--- config.mk ---
export PLATFORM = sky130hd
export DESIGN_NAME = encoder4x2_stream
export DESIGN_NICKNAME = d
export VERILOG_FILES = /design/src/rtl/encoder_pkg.sv /design/src/rtl/bit_pick.sv /design/src/rtl/encoder4x2_stream.sv
export SDC_FILE = /design/constraint.sdc
export NUM_CORES = 1
export LEC_CHECK = 0
export ABC_AREA = 1
export CAP_MARGIN = 20
export CORE_AREA = 10 10 47 49
export CTS_CLUSTER_DIAMETER = 40
export DETAILED_ROUTE_END_ITERATION = 10
export DIE_AREA = 0 0 57 59
export PLACE_DENSITY = 0.82
export SKIP_LAST_GASP = 1
export SLEW_MARGIN = 40
export SYNTH_ARGS = -nofsm -noshare
export SYNTH_HDL_FRONTEND = slang
export SYNTH_SLANG_ARGS = --single-unit
export TNS_END_PERCENT = 1
--- constraint.sdc ---
create_clock -name clk -period 6.07 [get_ports clk]
set_input_delay 1.821 -clock clk [delete_from_list [all_inputs] [get_ports clk]]
set_output_delay 1.821 -clock clk [all_outputs]
set_load 0.02 [all_outputs]
--- src/rtl/encoder_pkg.sv ---
// Shared types and widths for the 4-to-2 streaming encoder.
package encoder_pkg;

    localparam int DATA_W = 4;
    localparam int IDX_W  = 2;
    localparam int CNT_W  = 3;

    typedef enum logic [0:0] {
        IDLE = 1'b0,
        EMIT = 1'b1
    } state_e;

    function automatic logic [CNT_W-1:0] popcount(input logic [DATA_W-1:0] v);
        logic [CNT_W-1:0] c;
        c = '0;
        for (int k = 0; k < DATA_W; k++) begin
            c = c + CNT_W'(v[k]);
        end
        return c;
    endfunction

endpackage

--- src/rtl/bit_pick.sv ---
// Combinational finder for the lowest (or highest) set bit of a 4-bit mask.
module bit_pick
    import encoder_pkg::*;
#(
    parameter bit LOW_FIRST = 1'b1
) (
    input  logic [DATA_W-1:0] mask,
    output logic [IDX_W-1:0]  idx,
    output logic              one_hot,
    output logic              zero
);

    always_comb begin
        idx = '0;
        // Scan towards the preferred end so the last hit wins.
        if (LOW_FIRST) begin
            for (int k = DATA_W - 1; k >= 0; k--) begin
                if (mask[k]) idx = IDX_W'(k);
            end
        end else begin
            for (int k = 0; k < DATA_W; k++) begin
                if (mask[k]) idx = IDX_W'(k);
            end
        end
        one_hot = (popcount(mask) == CNT_W'(1));
        zero    = (mask == '0);
    end

endmodule

--- src/rtl/encoder4x2_stream.sv ---
// Accepts a 4-bit request vector and streams the index of each set bit, one beat per handshake.
//   state | meaning
//   IDLE  | ready for a new vector, no beat on the output
//   EMIT  | streaming indices of the pending mask
module encoder4x2_stream
    import encoder_pkg::*;
#(
    parameter bit LOW_FIRST = 1'b1
) (
    input  logic              clk,
    input  logic              rst,
    input  logic [DATA_W-1:0] d,
    input  logic              d_valid,
    output logic              d_ready,
    output logic [IDX_W-1:0]  i,
    output logic              i_valid,
    input  logic              i_ready,
    output logic              i_last,
    output logic              i_none,
    output logic [CNT_W-1:0]  i_count
);

    state_e             state_q, state_d;
    logic [DATA_W-1:0]  pending_q, pending_d;
    logic [CNT_W-1:0]   count_q, count_d;
    logic [IDX_W-1:0]   pick_idx;
    logic               pick_one;
    logic               pick_zero;

    bit_pick #(.LOW_FIRST(LOW_FIRST)) u_pick (
        .mask    (pending_q),
        .idx     (pick_idx),
        .one_hot (pick_one),
        .zero    (pick_zero)
    );

    always_comb begin
        state_d   = state_q;
        pending_d = pending_q;
        count_d   = count_q;
        d_ready   = 1'b0;
        i_valid   = 1'b0;
        i         = '0;
        i_last    = 1'b0;
        i_none    = 1'b0;
        i_count   = '0;
        case (state_q)
            IDLE: begin
                d_ready = !rst;
                if (d_valid) begin
                    pending_d = d;
                    count_d   = popcount(d);
                    state_d   = EMIT;
                end
            end
            EMIT: begin
                // An all-zero pending mask in EMIT only arises from an accepted zero vector.
                if (!rst) begin
                    i_valid = 1'b1;
                    i       = pick_idx;
                    i_none  = pick_zero;
                    i_last  = pick_one || pick_zero;
                    i_count = count_q;
                    if (i_ready) begin
                        pending_d = pending_q & ~(DATA_W'(1) << pick_idx);
                        if (i_last) begin
                            state_d = IDLE;
                            count_d = '0;
                        end
                    end
                end
            end
            default: state_d = IDLE;
        endcase
    end

    always_ff @(posedge clk) begin
        if (rst) begin
            state_q   <= IDLE;
            pending_q <= '0;
            count_q   <= '0;
        end else begin
            state_q   <= state_d;
            pending_q <= pending_d;
            count_q   <= count_d;
        end
    end

endmodule

## After elaboration in Yosys (flattened, before gate mapping)

Index checks and enable logic that the tools add are counted.

- Register bits after elaboration: 8
- Output and inout port bits: 9
- Bits of input ports: 8

- Equality and inequality tests: 4
- Bitwise logic cells: 3
- Reduce and logical (&&, ||, !) cells: 5
- Mux-type cells: 26
- Add/subtract/negate cells: 6
- Shifts and indexed selects: 1

Operators by type and width:

| operator | number |
|---|---|
| $mux 3 | 5 |
| $mux 2 | 6 |
| $mux 1 | 10 |
| $add 3x1->3 | 3 |
| $mux 4 | 2 |
| $pmux 4 s2 | 1 |
| $pmux 3 s2 | 1 |
| $add 1x1->2 | 2 |
| $and 4x4->4 | 1 |
| $logic_not 4->1 | 1 |
| $ne 2x2->1 const B | 2 |
| $not 4->4 | 1 |
| $shl 1x2->4 const A | 1 |
| $add 2x1->3 | 1 |
| $eq 3x1->1 const B | 1 |
| $reduce_and 3->1 | 1 |
| $ne 2x1->1 const B | 1 |
| $pmux 1 s2 | 1 |
| $reduce_and 2->1 | 1 |
| $logic_not 1->1 | 1 |
| $logic_or 1x1->1 | 1 |
| $not 1->1 | 1 |

## Depth between registers and ports, before layout

Gate-level depths: netlist (run 1).

- Word-level depth: 9
- Mapped depth: 12
- Depth with buffers taken out: 12

## Cells and area by module

From an unflattened synthesis (run 1), not the netlist that was laid out.

- Cells, all modules: 82
- Area, all modules: 583.1 µm²

By module, submodules not included:

| module | area an instance (µm²) | cells each | times used |
|---|---|---|---|
| encoder4x2_stream | 462.9 | 66 | 1 |
| bit_pick | 120.1 | 16 | 1 |

## Worst setup path after synthesis (run 1)

No wires, ideal clock.

- Path kind: input-to-output
- Start point: input rst
- End point: output i[1]
- Slack: 1.789 ns
- Path buffers: 0
- Data arrival time: 2.460 ns
- Required time: 4.249 ns
- Cell stages on the path: 3
- Path through: nor2_4 > inv_2 > nor4_2

- Cells in the longest elaborated chain, start to end: 2

RTL lines:

| item | RTL line | source |
|---|---|---|
| start: declaration | encoder4x2_stream.sv:11 | `input logic rst,` |
| $mux 2 | encoder4x2_stream.sv:58 | `if (!rst) begin` |
| $mux 2 | encoder4x2_stream.sv:47 | `case (state_q)` |
| end: declaration | encoder4x2_stream.sv:15 | `output logic [IDX_W-1:0] i,` |

No other way between the ends.

## Final worst setup path (run 1)

Ends and elaborated chain as after synthesis.

==> run metrics, run 1 <==
status finished clean; register area 160.2 um2; worst vdd ir 0.1262 mV; ant diodes 0; CP max FO 7; core area 1401 um2; max-cap viol count 0; WP data arrival 3.39 ns; sequential fraction of the synthesis area 28.64%; Setup Skew 0.003263 ns; pin count of the biggest net entering global routing 11; gate count after technology mapping 74; startpoint types primary input; drc violations 0; number of gates resized after cts 0; Netlist cell types 19; global route overflow 0; Post-CTS Setup Bufs 0; Multi-input gate area 354.1 um2; min Tclk post-route 5.215 ns; first-pass GRT wire length 2339 um; Worst Hold Class register to register; post-synthesis cell area 559.3 um2; dpl cell area 739.5 um2; P_leak 0.0003151 uW; Worst Tran Pin Value 0.2843 ns; hold-fix buffer count after cts 0; Setup TNS 0 ns; Syn Area/Cell 7.558 um2; IO buf count 16; Fill cells 144; initial antenna violation count 0; # nets final 110; Final Hold Fails 0; TritonCTS clock tree built; Max H-tree Level 1; Slew Limit Fails 0; Die Width 57 um; Avg WL per Cell 12.33 um; FMAX 191.8 MHz; layout cells sized above 1 18.28%; # IOs 17; clock root buffer clkbuf_4; RSZ-0062 raised after global routing no; HPWL after DPL 1159 um; CTS buffer count 3; clock insertion delay at the later pin of the skew report 0.25 ns; final setup vio count 0; Pre-antenna DRT Iters 4; crit path capture type output pin; yosys synthesis warning count 0; total wire length 1344 um; Main synth FF type dfxtp_1; Die ar. 3363 um2; Power Density 199.3 nW/um2; Req. time, crit path 4.25 ns; relative slew slack 80.99%; Final period util 85.91%; Total GRT Usage 8.558%; Layout Utilization 54.37%; vias in the first global route 565; post-route ant nets 0; Vias per Instance 4.991; clock-pin slew on the worst setup and hold paths 0.05 ns; syn_nets 89; Die H 59 um; initial drt markers 4; CTS sink cnt 8; Routability Congestion 0.8417; flops & latches, synth 8; row count 14; Async S/R FF share, synth 0%; via count 544; synth-to-layout area growth 36.24%; CTS max path bufs 2; Post-synth EDFFs 0; Finished Cell Area 762.0 um2; initial core utilization 39.91%; WS Path Type primary input to output pin
==> Yosys cell counts (2+ instances only) <==
master	number	area share (%)
nand2_1	12	8.1
a21oi_1	9	8.1
dfxtp_1	8	29
inv_1	8	5.4
nor2_1	7	4.7
ha_1	5	11
inv_2	4	2.7
nand2_2	4	4.5
nand3_1	4	3.6
o21ai_1	3	2.7
fa_1	2	7.2
==> metal layers <==
| layer | track usage [%] | share of wire [%] | vias to the layer above | routed length [um] |
|---|---|---|---|---|
| met3 | 3.863 | 8.5 | 2 | 114 |
| met4 | 5.369 | 0.89 | 0 | 12 |
| met2 | 15.04 | 50 | 16 | 668 |
| li1 | - | - | 281 | - |
| met5 | 0 | 0 | - | 0 |
| met1 | 7.952 | 41 | 245 | 549 |
==> logic make-up (layout without fill, tap and decap cells) <==
logic type	count (synthesis)	count (layout)	share of synthesized area, %
compound gates	15	15	14.32
fa+ha+maj	7	7	18.34
buf+inv	12	31	8.053
flops	8	8	28.63
simple gates	32	32	30.65
==> sequential cells by signal (all words and copies together) (netlist names) <==
name       cells
pending_q      4
state_q        1
count_q        3
==> power breakdown <==
part | switching, uW | internal [uW]
Clock | 17.7 | 22.6
Sequential | 4.75 | 57.0
Combinational | 28.8 | 20.9
Total | 51.3 | 101
==> per-stage QoR <==
step	power, uW	setup WS, ns	hold WS (ns)	std cells
6_report	151.9	0.8554	0.4794	109
5_1_grt	163.2	0.7215	0.5094	109
4_1_cts	153.3	0.8216	0.4861	109
3_5_place_dp	113.2	0.8158	0.4782	106
3_3_place_gp	111.4	0.8698	0.4809	106
2_1_floorplan	94.25	1.789	0.4506	74
==> critical path: stages <==
cell	delay [ns]
clkdlybuf4s50_1	0.54
nor2_4	0.17
inv_2	0.07
nor4_2	0.14
clkdlybuf4s50_1	0.64
==> cells in the final DEF (no fill, tap or decap), drive strengths merged <==
cell type,synthesis,routed
a21oi,9,9
a31oi,1,1
clkbuf,0,3
clkdlybuf4s50,0,16
dfxtp,8,8
fa,2,2
ha,5,5
inv,12,12
nand2,17,17
nand3,5,5
nor2,8,8
nor3,1,1
nor4,1,1
o21ai,5,5
==> cell type report <==
| type | instances | share of cell area [%] |
|---|---|---|
| clock buffers | 3 | 2.956 |
| inverters | 12 | 5.911 |
| multi-input cells | 54 | 46.47 |
| flip-flops and latches | 8 | 21.02 |
| well taps | 16 | 2.627 |
| repair buffers | 16 | 21.02 |
==> worst paths after layout <==
check / slack, ns / end / depth (start not counted) / from
setup / recovery: 0.86 / i[1] / 5 / rst
hold / removal: 0.48 / count_q[1] / 2 / count_q[1]
setup reg to reg: 3.94 / count_q[2] / 12 / pending_q[1]
hold reg to reg: 0.48 / count_q[1] / 2 / count_q[1]
No activity file was read; power rests on OpenSTA's default activity.
==> run 2, diff against run 1 <==
--- a/config.mk
+++ b/config.mk
@@ -8,7 +8,6 @@
 export ABC_AREA = 1
 export CAP_MARGIN = 20
 export CORE_AREA = 10 10 47 49
-export CTS_CLUSTER_DIAMETER = 40
 export DETAILED_ROUTE_END_ITERATION = 10
 export DIE_AREA = 0 0 57 59
 export PLACE_DENSITY = 0.82
==> results of run 2 <==
Same layout as run 1: the final DEF is identical, and so are final timing and power.
